File: config.mk
export PLATFORM = sky130hd
export DESIGN_NAME = sdram_cmd_engine
export DESIGN_NICKNAME = d
export VERILOG_FILES = /design/src/rtl/sdram_ctrl_pkg.sv /design/src/rtl/sdram_refresh_timer.sv /design/src/rtl/sdram_cmd_engine.sv
export SDC_FILE = /design/constraint.sdc
export NUM_CORES = 1
export LEC_CHECK = 0
export BUFFER_PORTS_ARGS = -buffer_cell sky130_fd_sc_hd__clkbuf_2
export CORE_MARGIN = 1.5
export CORE_UTILIZATION = 51
export DETAILED_ROUTE_END_ITERATION = 10
export PLACE_DENSITY = 0.79
export SETUP_SLACK_MARGIN = 0.2
export SYNTH_ARGS = -nofsm -noshare
export SYNTH_HDL_FRONTEND = slang
export SYNTH_SLANG_ARGS = --single-unit
File: constraint.sdc
create_clock -name HCLK -period 2.7 [get_ports HCLK]
set_clock_uncertainty 0.15 [all_clocks]
set_input_delay 0.405 -clock HCLK [delete_from_list [all_inputs] [get_ports HCLK]]
set_output_delay 0.405 -clock HCLK [all_outputs]
set_load 0.05 [all_outputs]
File: src/rtl/sdram_ctrl_pkg.sv
// Shared types and encodings for the SDRAM command engine.
// Holds the FSM state enum, 3-bit {RAS_N,CAS_N,WE_N} command codes,
// command-word field positions and a small helper for timing parameters.
package sdram_ctrl_pkg;

    typedef enum logic [3:0] {
        INIT,
        IDLE,
        FETCH,
        ACTIVATE,
        RCD_WAIT,
        ACCESS,
        CAS_WAIT,
        WR_RECOVER,
        PRECHARGE,
        RP_WAIT,
        REFRESH,
        RFC_WAIT
    } state_t;

    localparam logic [2:0] CMD_NOP       = 3'b111;
    localparam logic [2:0] CMD_ACTIVE    = 3'b011;
    localparam logic [2:0] CMD_READ      = 3'b101;
    localparam logic [2:0] CMD_WRITE     = 3'b100;
    localparam logic [2:0] CMD_PRECHARGE = 3'b010;
    localparam logic [2:0] CMD_REFRESH   = 3'b001;

    localparam int CW_WR      = 40;
    localparam int CW_BANK    = 39;
    localparam int CW_ROW_HI  = 38;
    localparam int CW_ROW_LO  = 35;
    localparam int CW_COL_HI  = 34;
    localparam int CW_COL_LO  = 32;
    localparam int CW_DATA_HI = 31;
    localparam int CW_DATA_LO = 0;

    // A zero timing parameter behaves as a one-cycle wait.
    function automatic int unsigned at_least_one(input int unsigned v);
        return (v == 0) ? 1 : v;
    endfunction

endpackage

File: src/rtl/sdram_refresh_timer.sv
// Refresh interval timer: raises req every REF_INTERVAL cycles, holds it
// until ack. Ports: HCLK, HRESET (sync, active-high), ack in, req out.
module sdram_refresh_timer
    import sdram_ctrl_pkg::*;
#(
    parameter int unsigned REF_INTERVAL = 780
) (
    input  logic HCLK,
    input  logic HRESET,
    input  logic ack,
    output logic req
);

    localparam int unsigned RI = at_least_one(REF_INTERVAL);
    localparam int unsigned TW = (RI < 2) ? 1 : $clog2(RI);
    localparam logic [TW-1:0] LAST = TW'(RI - 1);

    logic [TW-1:0] cnt;

    // A new interval expiring in the same cycle as ack keeps req set,
    // so that request is not lost.
    always_ff @(posedge HCLK) begin
        if (HRESET) begin
            cnt <= '0;
            req <= 1'b0;
        end else if (cnt == LAST) begin
            cnt <= '0;
            req <= 1'b1;
        end else begin
            cnt <= cnt + TW'(1);
            if (ack) req <= 1'b0;
        end
    end

endmodule

File: src/rtl/sdram_cmd_engine.sv
// SDRAM command engine: pops one command word, runs ACTIVE/READ|WRITE/
// PRECHARGE with programmable timing, pushes read data to a read FIFO.
// Ports: HCLK/HRESET (sync, active-high); CMD_from_FIFO, CmdFIFO_empty,
// CmdFIFO_rd_en (command FIFO); DATA_to_ReadFIFO, ReadFIFO_wr_en,
// ReadFIFO_full (read FIFO); SD_* registered SDRAM pins; INIT_DONE.
// Build option: define SDRAM_AUTO_REFRESH_EN to add periodic auto-refresh.
module sdram_cmd_engine
    import sdram_ctrl_pkg::*;
#(
    parameter int unsigned INIT_CYCLES  = 100,
    parameter int unsigned T_RCD        = 2,
    parameter int unsigned CAS_LAT      = 2,
    parameter int unsigned T_WR         = 2,
    parameter int unsigned T_RP         = 2,
    parameter int unsigned T_RFC        = 6,
    parameter int unsigned REF_INTERVAL = 780
) (
    input  logic        HCLK,
    input  logic        HRESET,
    input  logic [40:0] CMD_from_FIFO,
    input  logic        CmdFIFO_empty,
    output logic        CmdFIFO_rd_en,
    output logic [31:0] DATA_to_ReadFIFO,
    output logic        ReadFIFO_wr_en,
    input  logic        ReadFIFO_full,
    output logic        SD_CS_N,
    output logic        SD_RAS_N,
    output logic        SD_CAS_N,
    output logic        SD_WE_N,
    output logic        SD_BA,
    output logic [3:0]  SD_ADDR,
    output logic [31:0] SD_DQ_OUT,
    output logic        SD_DQ_OE,
    input  logic [31:0] SD_DQ_IN,
    output logic        INIT_DONE
);

    localparam int unsigned INIT_W = at_least_one(INIT_CYCLES);
    localparam int unsigned RCD_W  = at_least_one(T_RCD);
    localparam int unsigned CAS_W  = at_least_one(CAS_LAT);
    localparam int unsigned WR_W   = at_least_one(T_WR);
    localparam int unsigned RP_W   = at_least_one(T_RP);
    localparam int unsigned RFC_W  = at_least_one(T_RFC);
    localparam int CNT_W = 16;

    state_t state, state_n;
    logic [CNT_W-1:0] cnt, cnt_n;
    logic armed, armed_n;
    logic init_done_n;
    logic [40:0] cmd_q;
    logic ref_pending;
    logic rd_capture;

    logic [2:0]  cmd_d;
    logic        ba_d;
    logic [3:0]  addr_d;
    logic [31:0] dq_d;
    logic        oe_d;

`ifdef SDRAM_AUTO_REFRESH_EN
    logic ref_ack;

    // Pending refresh is cleared once the refresh cycle time has elapsed.
    assign ref_ack = (state == REFRESH || state == RFC_WAIT)
                   && state_n == IDLE;

    sdram_refresh_timer #(
        .REF_INTERVAL(REF_INTERVAL)
    ) u_refresh_timer (
        .HCLK  (HCLK),
        .HRESET(HRESET),
        .ack   (ref_ack),
        .req   (ref_pending)
    );
`else
    assign ref_pending = 1'b0;
`endif

    assign rd_capture = (state == CAS_WAIT) && (cnt == '0);

    // A wait of W cycles spends one cycle in the issuing state and W-1
    // in the wait state; the counter is loaded with W-2 and exits at 0.
    always_comb begin
        state_n       = state;
        cnt_n         = cnt;
        armed_n       = armed;
        init_done_n   = INIT_DONE;
        CmdFIFO_rd_en = 1'b0;
        case (state)
            INIT: begin
                // First cycle after reset arms the counter (counter resets to 0).
                if (!armed) begin
                    if (INIT_W == 1) begin
                        state_n = PRECHARGE;
                    end else begin
                        cnt_n   = CNT_W'(INIT_W - 2);
                        armed_n = 1'b1;
                    end
                end else if (cnt == '0) begin
                    state_n = PRECHARGE;
                end else begin
                    cnt_n = cnt - CNT_W'(1);
                end
            end
            IDLE: begin
                if (ref_pending) begin
                    state_n = REFRESH;
                end else if (!CmdFIFO_empty && !ReadFIFO_full) begin
                    CmdFIFO_rd_en = 1'b1;
                    state_n       = FETCH;
                end
            end
            FETCH: state_n = ACTIVATE;
            ACTIVATE: begin
                if (RCD_W == 1) begin
                    state_n = ACCESS;
                end else begin
                    cnt_n   = CNT_W'(RCD_W - 2);
                    state_n = RCD_WAIT;
                end
            end
            RCD_WAIT: begin
                if (cnt == '0) state_n = ACCESS;
                else cnt_n = cnt - CNT_W'(1);
            end
            ACCESS: begin
                if (cmd_q[CW_WR]) begin
                    if (WR_W == 1) begin
                        state_n = PRECHARGE;
                    end else begin
                        cnt_n   = CNT_W'(WR_W - 2);
                        state_n = WR_RECOVER;
                    end
                end else begin
                    // Capture happens on the last CAS_WAIT cycle.
                    cnt_n   = CNT_W'(CAS_W - 1);
                    state_n = CAS_WAIT;
                end
            end
            CAS_WAIT: begin
                if (cnt == '0) state_n = PRECHARGE;
                else cnt_n = cnt - CNT_W'(1);
            end
            WR_RECOVER: begin
                if (cnt == '0) state_n = PRECHARGE;
                else cnt_n = cnt - CNT_W'(1);
            end
            PRECHARGE: begin
                if (RP_W == 1) begin
                    state_n     = IDLE;
                    init_done_n = 1'b1;
                end else begin
                    cnt_n   = CNT_W'(RP_W - 2);
                    state_n = RP_WAIT;
                end
            end
            RP_WAIT: begin
                if (cnt == '0) begin
                    state_n     = IDLE;
                    init_done_n = 1'b1;
                end else begin
                    cnt_n = cnt - CNT_W'(1);
                end
            end
            REFRESH: begin
                if (RFC_W == 1) begin
                    state_n = IDLE;
                end else begin
                    cnt_n   = CNT_W'(RFC_W - 2);
                    state_n = RFC_WAIT;
                end
            end
            RFC_WAIT: begin
                if (cnt == '0) state_n = IDLE;
                else cnt_n = cnt - CNT_W'(1);
            end
            default: state_n = INIT;
        endcase
    end

    // Pin values are decoded from the next state so the registered pins
    // line up with the state they belong to.
    always_comb begin
        cmd_d  = CMD_NOP;
        ba_d   = 1'b0;
        addr_d = '0;
        dq_d   = '0;
        oe_d   = 1'b0;
        case (state_n)
            ACTIVATE: begin
                // Entered only from FETCH, while the word is on the FIFO port.
                cmd_d  = CMD_ACTIVE;
                ba_d   = CMD_from_FIFO[CW_BANK];
                addr_d = CMD_from_FIFO[CW_ROW_HI:CW_ROW_LO];
            end
            ACCESS: begin
                cmd_d  = cmd_q[CW_WR] ? CMD_WRITE : CMD_READ;
                ba_d   = cmd_q[CW_BANK];
                addr_d = {1'b0, cmd_q[CW_COL_HI:CW_COL_LO]};
                if (cmd_q[CW_WR]) begin
                    dq_d = cmd_q[CW_DATA_HI:CW_DATA_LO];
                    oe_d = 1'b1;
                end
            end
            PRECHARGE: begin
                cmd_d = CMD_PRECHARGE;
                ba_d  = cmd_q[CW_BANK];
            end
            REFRESH: cmd_d = CMD_REFRESH;
            default: cmd_d = CMD_NOP;
        endcase
    end

    always_ff @(posedge HCLK) begin
        if (HRESET) begin
            state            <= INIT;
            cnt              <= '0;
            armed            <= 1'b0;
            cmd_q            <= '0;
            INIT_DONE        <= 1'b0;
            SD_CS_N          <= 1'b1;
            SD_RAS_N         <= 1'b1;
            SD_CAS_N         <= 1'b1;
            SD_WE_N          <= 1'b1;
            SD_BA            <= 1'b0;
            SD_ADDR          <= '0;
            SD_DQ_OUT        <= '0;
            SD_DQ_OE         <= 1'b0;
            ReadFIFO_wr_en   <= 1'b0;
            DATA_to_ReadFIFO <= '0;
        end else begin
            state     <= state_n;
            cnt       <= cnt_n;
            armed     <= armed_n;
            INIT_DONE <= init_done_n;
            if (state == FETCH) cmd_q <= CMD_from_FIFO;
            SD_CS_N   <= ~init_done_n;
            {SD_RAS_N, SD_CAS_N, SD_WE_N} <= cmd_d;
            SD_BA     <= ba_d;
            SD_ADDR   <= addr_d;
            SD_DQ_OUT <= dq_d;
            SD_DQ_OE  <= oe_d;
            ReadFIFO_wr_en <= rd_capture;
            if (rd_capture) DATA_to_ReadFIFO <= SD_DQ_IN;
        end
    end

endmodule

==> summary.txt, run 1 <==
Outcome
  • Status: finished, final reports clean

Synth
  • Syn Area/Cell: 8.472 um2
  • Register area share after synthesis: 53.31%
  • Syn Nets: 672
  • Top_reg_cell synth: dfxtp_1
  • Number of synthesized register bits: 134
  • Synthesized area: 0.005032 mm2
  • Post-synth top area share: 53.31%
  • Syn Inst Count: 594
  • Yosys warns: 0
  • Post-synth ARST share: 0%
  • Number of synthesized flops with an enable pin: 0
  • Cell taking the most area after synthesis: dfxtp_1
  • Netlist cell types: 43
  • Synth top area cells: dfxtp_1, nand2_1, a21oi_1

Die
  • # IOs: 154
  • Die W: 102.3 um
  • Rows: 36
  • Die area: 0.01047 mm2
  • Starting Density: 51.96%
  • Die Ht: 102.3 um
  • Core area: 0.009684 mm2

Worst setup path
  • Reg-to-reg endpoint: SD_DQ_OUT[3]
  • Critical path class: reg -> reg
  • FF-to-FF setup slack: 190 ps
  • Critical path's most frequent cell: nor4_4
  • CP Buf/Inv Count: 4
  • CP arrival: 2780 ps
  • Delay of the slowest critical-path stage: 470 ps
  • Top delay family on crit path: simple AND/OR/NAND/NOR gates
  • Slowest cell on crit path: or4b_4
  • CP endpoint kind: register
  • Worst R2R Path Depth: 10
  • CP Cell Sequence: inv_1 > ha_2 > or4b_4 > nor4_4 > buf_6 > and2_4 > nor4_4 > buf_4 > clkbuf_16 > nor3b_1
  • R2r startpoint: cnt[0]
  • Crit-path max FO: 17
  • CP Depth: 10
  • Crit path required time: 2970 ps
  • Startpoint types: register

Power
  • Power per Cell Area: 884.7 mW/mm2
  • Max IR drop VDD: 0.0004826 V
  • Static leakage: 2.975 nW

Place
  • RD Place Congestion: 0.8852
  • HPWL Detailed: 8.267 mm
  • Port Buffer Count: 153

Timing
  • Slew headroom: 61.84%
  • Max Freq: 398.3 MHz
  • Setup TNS: 0 ps
  • Tmin final: 2510 ps
  • Final period util: 92.98%
  • # setup viols final: 0
  • Fin. max-slew vios: 0
  • Worst slew pin tran: 566.4 ps
  • Final hold vios: 0
  • Fin Hold WS: 35.70 ps
  • RSZ-0062 raised after global routing: yes

Finish
  • Most frequent cells in the layout: clkbuf_2, nand2_1, dfxtp_1
  • Layout area overhead: 47.59%
  • Commonest non-fill, non-tap cell in the layout: clkbuf_2
  • Layout cells sized above 1: 28.26%
  • # diodes: 0
  • Final nets: 893

CTS
  • CTS clock-pin slew for the worst setup and hold paths: 60 ps
  • H-tree Lvls: 4
  • Worst-Skew Late Latency: 510 ps
  • Root Driver: clkbuf_8
  • CTS tree: built
  • CTS sink count: 134
  • CTS buffer count: 17
  • CTS max path bufs: 2

Global routing
  • GRT Util Overall: 27.64%
  • Largest net degree at the start of global routing: 88
  • Number of global-route vias before repair: 4772
  • Initial antenna violation count: 0
  • Global-route wire length before repair: 22.45 mm
  • Grt total ovfl: 0

Routing
  • DRT iter0 DRCs: 344
  • Antenna Nets Post-Route: 0
  • Routed via count: 5121
  • Post-route DRC violation count: 0
  • DR WL/cell: 15.82 um
  • DRT Pass-1 Iters: 5
  • Via density: 5.329
  • Detailed Route WL: 15.21 mm

Worst hold path
  • Hold Path End: SD_ADDR[0]
  • Worst hold path startpoint: CMD_from_FIFO[35]
  • Hold WC Path Type: in -> reg
  • Hold Crit Depth: 3

Run
  • Max cap viols: 0
[through the flow]
step | utilization [%] | instances | area (um2) | total power [mW] | setup WS (ps)
after floorplan | - | 594 | 5039 | 3.559 | 302.1
after global placement | 61.24 | 851 | 5931 | 3.917 | 186.6
after detailed placement | 61.24 | 851 | 5931 | 3.958 | 49.03
after CTS | 74.90 | 956 | 7253 | 6.284 | 212.0
after global routing | 76.69 | 961 | 7427 | 6.884 | 119.5
final | 76.69 | 961 | 7427 | 6.571 | 189.6
[synth_stat cells (2+ instances only)]
library cell,instances
clkbuf_1,33
dfxtp_1,134
buf_4,2
a21oi_1,85
nor2b_1,5
o21ai_0,10
o21a_1,2
nor3_1,9
or2_2,4
nor4_1,7
a211oi_1,2
nor4b_1,2
a21o_1,2
nand3_1,7
nand2b_1,6
xnor2_1,13
or4_1,2
nand2_1,144
inv_1,6
or3_1,6
a31oi_1,3
nor2_1,39
a22oi_1,4
and3_1,2
o21bai_1,2
buf_2,8
nor3b_1,37
o211ai_1,2
nor4_4,2
[worst reg2reg max path: cells and delay by family (launching register included)]
family | cells | cell delay [ps]
and+or+nand+nor | 5 | 1110
DFF | 1 | 340
adders and majority gates | 1 | 180
buffers and inverters | 4 | 630
[sequential cells by signal, summed over array words and instances, names as in the netlist]
signal            flops
cmd_q                37
cnt                  16
SD_ADDR               4
SD_DQ_OE              1
ReadFIFO_wr_en        1
SD_WE_N               1
SD_RAS_N              1
DATA_to_ReadFIFO     32
INIT_DONE             1
state                 4
armed                 1
SD_CAS_N              1
SD_BA                 1
SD_CS_N               1
SD_DQ_OUT            32
[kinds of logic (layout without fill, tap and decap cells)]
family / count (synthesis) / in the layout / share of synthesized area (%)
AOI/OAI and AO/OA: 116 / 116 / 12.68
xor gates and xnor gates: 13 / 13 / 2.263
adders and majority gates: 1 / 1 / 0.2486
buffers and inverters: 50 / 284 / 4.227
DFF: 134 / 134 / 53.31
and+or+nand+nor: 280 / 280 / 27.28
[area by class of cell]
type / count / area [um2]
repair buffers: 246 / 1744
multi-input cells: 410 / 2220
fillers: 614 / 2257
inverters: 6 / 22.52
clock inverters: 13 / 145.1
well taps: 133 / 166.4
clock buffers: 19 / 441.7
flip-flops and latches: 134 / 2688
[how the worst max path moves through the flow]
stage               startpoint             to  slack, ps
global placement        cnt[0]  SD_DQ_OUT[20]        190
global route            cnt[0]   SD_DQ_OUT[3]        120
floorplan               cnt[0]  SD_DQ_OUT[10]        300
detailed placement      cnt[0]  SD_DQ_OUT[21]         50
finish                  cnt[0]   SD_DQ_OUT[3]        190
CTS                   state[1]  CmdFIFO_rd_en        210
[report_power, final]
group	internal, mW	switching, mW
registers	2.12	0.179
clock network	1.37	0.868
logic	0.914	1.12
total	4.40	2.17
[routing by layer]
| layer | track usage (%) | vias to the layer above | wire length (um) |
|---|---|---|---|
| met3 | 8.550 | 45 | 1065 |
| li1 | - | 2433 | - |
| met4 | 13.91 | 0 | 489 |
| met1 | 32.41 | 2416 | 5867 |
| met2 | 45.80 | 227 | 7783 |
| met5 | 0 | - | 0 |
[repair_timing]
item | 4_1_cts | 5_1_grt
setup buffers | 1 | 2
setup endpoints to repair | 66 | 62
gates cloned | 0 | 3
pin swaps | 1 | 1
hold buffers | 72 | 0
hold endpoints to repair | 73 | 0
resized for setup | 4 | 20
Power figures use the tool's default switching activity.
==> run 2, diff against run 1 <==
--- a/config.mk
+++ b/config.mk
@@ -5,11 +5,12 @@
 export SDC_FILE = /design/constraint.sdc
 export NUM_CORES = 1
 export LEC_CHECK = 0
+export ABC_AREA = 1
 export BUFFER_PORTS_ARGS = -buffer_cell sky130_fd_sc_hd__clkbuf_2
 export CORE_MARGIN = 1.5
-export CORE_UTILIZATION = 51
+export CORE_UTILIZATION = 50
 export DETAILED_ROUTE_END_ITERATION = 10
-export PLACE_DENSITY = 0.79
+export PLACE_DENSITY = 0.78
 export SETUP_SLACK_MARGIN = 0.2
 export SYNTH_ARGS = -nofsm -noshare
 export SYNTH_HDL_FRONTEND = slang
==> run 2 against run 1 <==
  * Global-route usage decreased by 2.7 points
  * Design area fell by 9.2%
  * Combinational power shrank 20%
  * Via count fell by 7.7%
  * Setup slack better by 170 ps
  * Cell count shrank 1.6%
  * Highest routed layer unchanged
  * Die area is 0.55% lower
  * Largest cell class unchanged
  * Worst hold slack got worse by 14 ps
  * Register-to-register slack better by 180 ps
  * Power fell by 2.9%
  * Synthesized area shrank 2.5%
  * Utilization fell by 4.8 points
==> summary.txt, run 2 <==
Worst setup path
  • Critical path class: reg -> out
  • Crit-path max FO: 5 (-12)
  • CP arrival: 1790 ps (-990 ps)
  • Critical path's most frequent cell: inv_1
  • CP Launch Point: state[0]
  • Crit path required time: 2140 ps (-830 ps)
  • Startpoint types: register
  • R2r startpoint: cnt[0]
  • Worst R2R Path Depth: 9 (-1)
  • Delay of the slowest critical-path stage: 410 ps (-60 ps)
  • CP Buf/Inv Count: 3 (-1)
  • CP Depth: 5 (-5)
  • CP endpoint kind: output port
  • Slowest cell on crit path: dfxtp_1
  • Top delay family on crit path: buffers and inverters
  • CP Cell Sequence: inv_1 > nor2_2 > nand3_1 > inv_1 > clkbuf_2

CTS
  • Worst-Skew Late Latency: 510 ps (about the same)
  • H-tree Lvls: 4 (unchanged)
  • CTS clock-pin slew for the worst setup and hold paths: 60 ps (about the same)
  • CTS buffer count: 17 (unchanged)
  • Root Driver: clkbuf_8
  • CTS tree: built
  • CTS max path bufs: 2 (unchanged)
  • CTS sink count: 134 (unchanged)

Synth
  • Number of synthesized register bits: 134 (unchanged)
  • Top_reg_cell synth: dfxtp_1
  • Post-synth top area share: 54.68% (+1.4 points)
  • Syn Inst Count: 616 (+3.7%)
  • Netlist cell types: 30 (-30%)
  • Syn Nets: 694 (+3.3%)
  • Cell taking the most area after synthesis: dfxtp_1
  • Synthesized area: 0.004906 mm2 (-2.5%)
  • Post-synth ARST share: 0% (unchanged)
  • Top-count cell post-synth: dfxtp_1
  • Number of synthesized flops with an enable pin: 0 (unchanged)
  • Register area share after synthesis: 54.68% (+1.4 points)
  • Most frequent cells after synthesis: dfxtp_1, nand2_1, nor2_1
  • Syn Area/Cell: 7.964 um2 (-6.0%)
  • Synth top area cells: dfxtp_1, nand2_1, a21oi_1
  • Yosys warns: 0 (unchanged)

Worst hold path
  • Hold Crit Depth: 3 (unchanged)
  • Hold WC Path Type: in -> reg
  • Worst hold path startpoint: CMD_from_FIFO[34]

Routing
  • DR WL met3: 1.044 mm (-2.0%)
  • Post-route DRC violation count: 0 (unchanged)
  • DR WL/cell: 13.43 um (-15%)
  • Detailed Route WL: 12.70 mm (-16%)
  • Via density: 4.996 (-6.3%)
  • DRT iter0 DRCs: 258 (-25%)
  • DRT Pass-1 Iters: 5 (unchanged)
  • Antenna Nets Post-Route: 0 (unchanged)
  • WL met2: 6.285 mm (-19%)
  • Routed via count: 4726 (-7.7%)
  • DR top layer: met4
  • Routed met1 length: 5.171 mm (-12%)

Global routing
  • Grt total ovfl: 0 (unchanged)
  • Initial antenna violation count: 0 (unchanged)
  • GRT Util Overall: 24.93% (-2.7 points)
  • Number of global-route vias before repair: 4512 (-5.4%)
  • Global-route wire length before repair: 20.49 mm (-8.7%)
  • Largest net degree at the start of global routing: 73 (-17%)

Outcome
  • Status: finished, final reports clean

Timing
  • Final period util: 86.76% (-6.2 points)
  • Fin. max-slew vios: 0 (unchanged)
  • # setup viols final: 0 (unchanged)
  • Tmin final: 2342 ps (-168.0 ps)
  • Setup TNS: 0 ps (unchanged)
  • Worst slew pin tran: 580.5 ps (+14.06 ps)
  • Fin Hold WS: 21.53 ps (-14.17 ps)
  • Slew headroom: 61.30% (-0.54 points)
  • RSZ-0062 raised after global routing: yes
  • Max Freq: 426.9 MHz (+7.2%)
  • Final hold vios: 0 (unchanged)

Power
  • Power per Cell Area: 945.9 mW/mm2 (+6.9%)
  • Pwr Total: 6.377 mW (-2.9%)
  • Static leakage: 3.003 nW (+0.96%)
  • Max IR drop VDD: 0.0004665 V (-3.3%)

Die
  • Core area: 0.009371 mm2 (-3.2%)
  • Rows: 35 (-2.8%)
  • Die area: 0.01042 mm2 (-0.55%)
  • # IOs: 154 (unchanged)
  • Starting Density: 52.35% (+0.39 points)
  • Die W: 102.1 um (-0.27%)
  • Die Ht: 102.1 um (-0.27%)

Finish
  • Final nets: 882 (-1.2%)
  • Largest regs: cmd_q (37), DATA_to_ReadFIFO (32), SD_DQ_OUT (32)
  • Final core occ: 71.94% (-4.8 points)
  • # diodes: 0 (unchanged)
  • Final Cell Area: 0.006741 mm2 (-9.2%)
  • Layout cells sized above 1: 26.32% (-1.9 points)
  • Most frequent cells in the layout: clkbuf_2, dfxtp_1, nand2_1
  • Largest Register: cmd_q
  • Max reg flops: 37 (unchanged)
  • Commonest non-fill, non-tap cell in the layout: clkbuf_2
  • Fill cells: 717 (+17%)
  • Layout area overhead: 37.41%

Place
  • Port Buffer Count: 153 (unchanged)
  • RD Place Congestion: 0.9438 (+6.6%)
  • Dpl cell area: 0.005722 mm2 (-3.5%)
  • HPWL Detailed: 8.109 mm (-1.9%)

Run
  • Max cap viols: 0 (unchanged)
## run 2: cell types whose count changed after synthesis, sizes merged, moves of 7 or more
cell,change
nor2,+65
inv,+61
o21ai,+40
nor3b,-37
nand2,-32
clkbuf,-18
xnor2,-12
a21oi,-11
nand3,+11
nor4,-7
## run 2: repair_timing
action | in CTS | in global routing
endpoints found under the hold margin | 37 | 0
hold buffers | 37 | 0
setup buffers | 0 | 0
endpoints found under the setup margin | 0 | 12
gates resized for setup | 0 | 5
## run 2: final timing paths
| check | to | slack, ps |
|---|---|---|
| min | cmd_q[34] | 20 |
| max reg2reg | DATA_to_ReadFIFO[22] | 370 |
| min reg2reg | SD_DQ_OUT[0] | 280 |
| max | CmdFIFO_rd_en | 360 |
## run 2: logic make-up after synthesis
| logic type | Yosys count | synth area share [%] |
|---|---|---|
| simple gates | 249 | 21.86 |
| flops | 134 | 54.68 |
| compound gates | 133 | 14.08 |
| buf+inv | 94 | 8.237 |
| xor+xnor | 5 | 0.8926 |
| fa+ha+maj | 1 | 0.2550 |
## run 2: stage by stage
| stage | std cells | worst slack (ps) |
|---|---|---|
| final | 946 | 357.6 |
| after global routing | 946 | 162.4 |
| after CTS | 946 | 286.8 |
| after detailed placement | 877 | 447.0 |
| after global placement | 877 | 544.4 |
| after floorplan | 616 | 880.7 |
## run 2: final cells by class
class / count / area [um2] / share of cell area [%]
flip-flops and latches: 134 / 2683 / 39.79
multi-input cells: 388 / 1822 / 27.02
repair buffers: 195 / 1174 / 17.41
clock buffers: 19 / 421.7 / 6.255
inverters: 68 / 260.3 / 3.860
clock inverters: 13 / 220.2 / 3.267
well taps: 129 / 161.4 / 2.394
## run 2: where the power goes
group / leakage, nW / internal [mW] / switching [mW]
combinational: 1.62 / 0.545 / 1.09
clock: 0.305 / 1.61 / 0.870
sequential: 1.08 / 2.14 / 0.121
## run 2: layer usage
metal / vias up / GRT usage [%]
met2: 197 / 43.20
li1: 2339 / -
met1: 2173 / 29.04
met4: 0 / 8.851
met5: - / 0
met3: 17 / 7.866
## run 2: worst min-delay path, cell delays in order
cell	delay [ps]
clkbuf_2	80
nor2_1	40
nor2_1	110
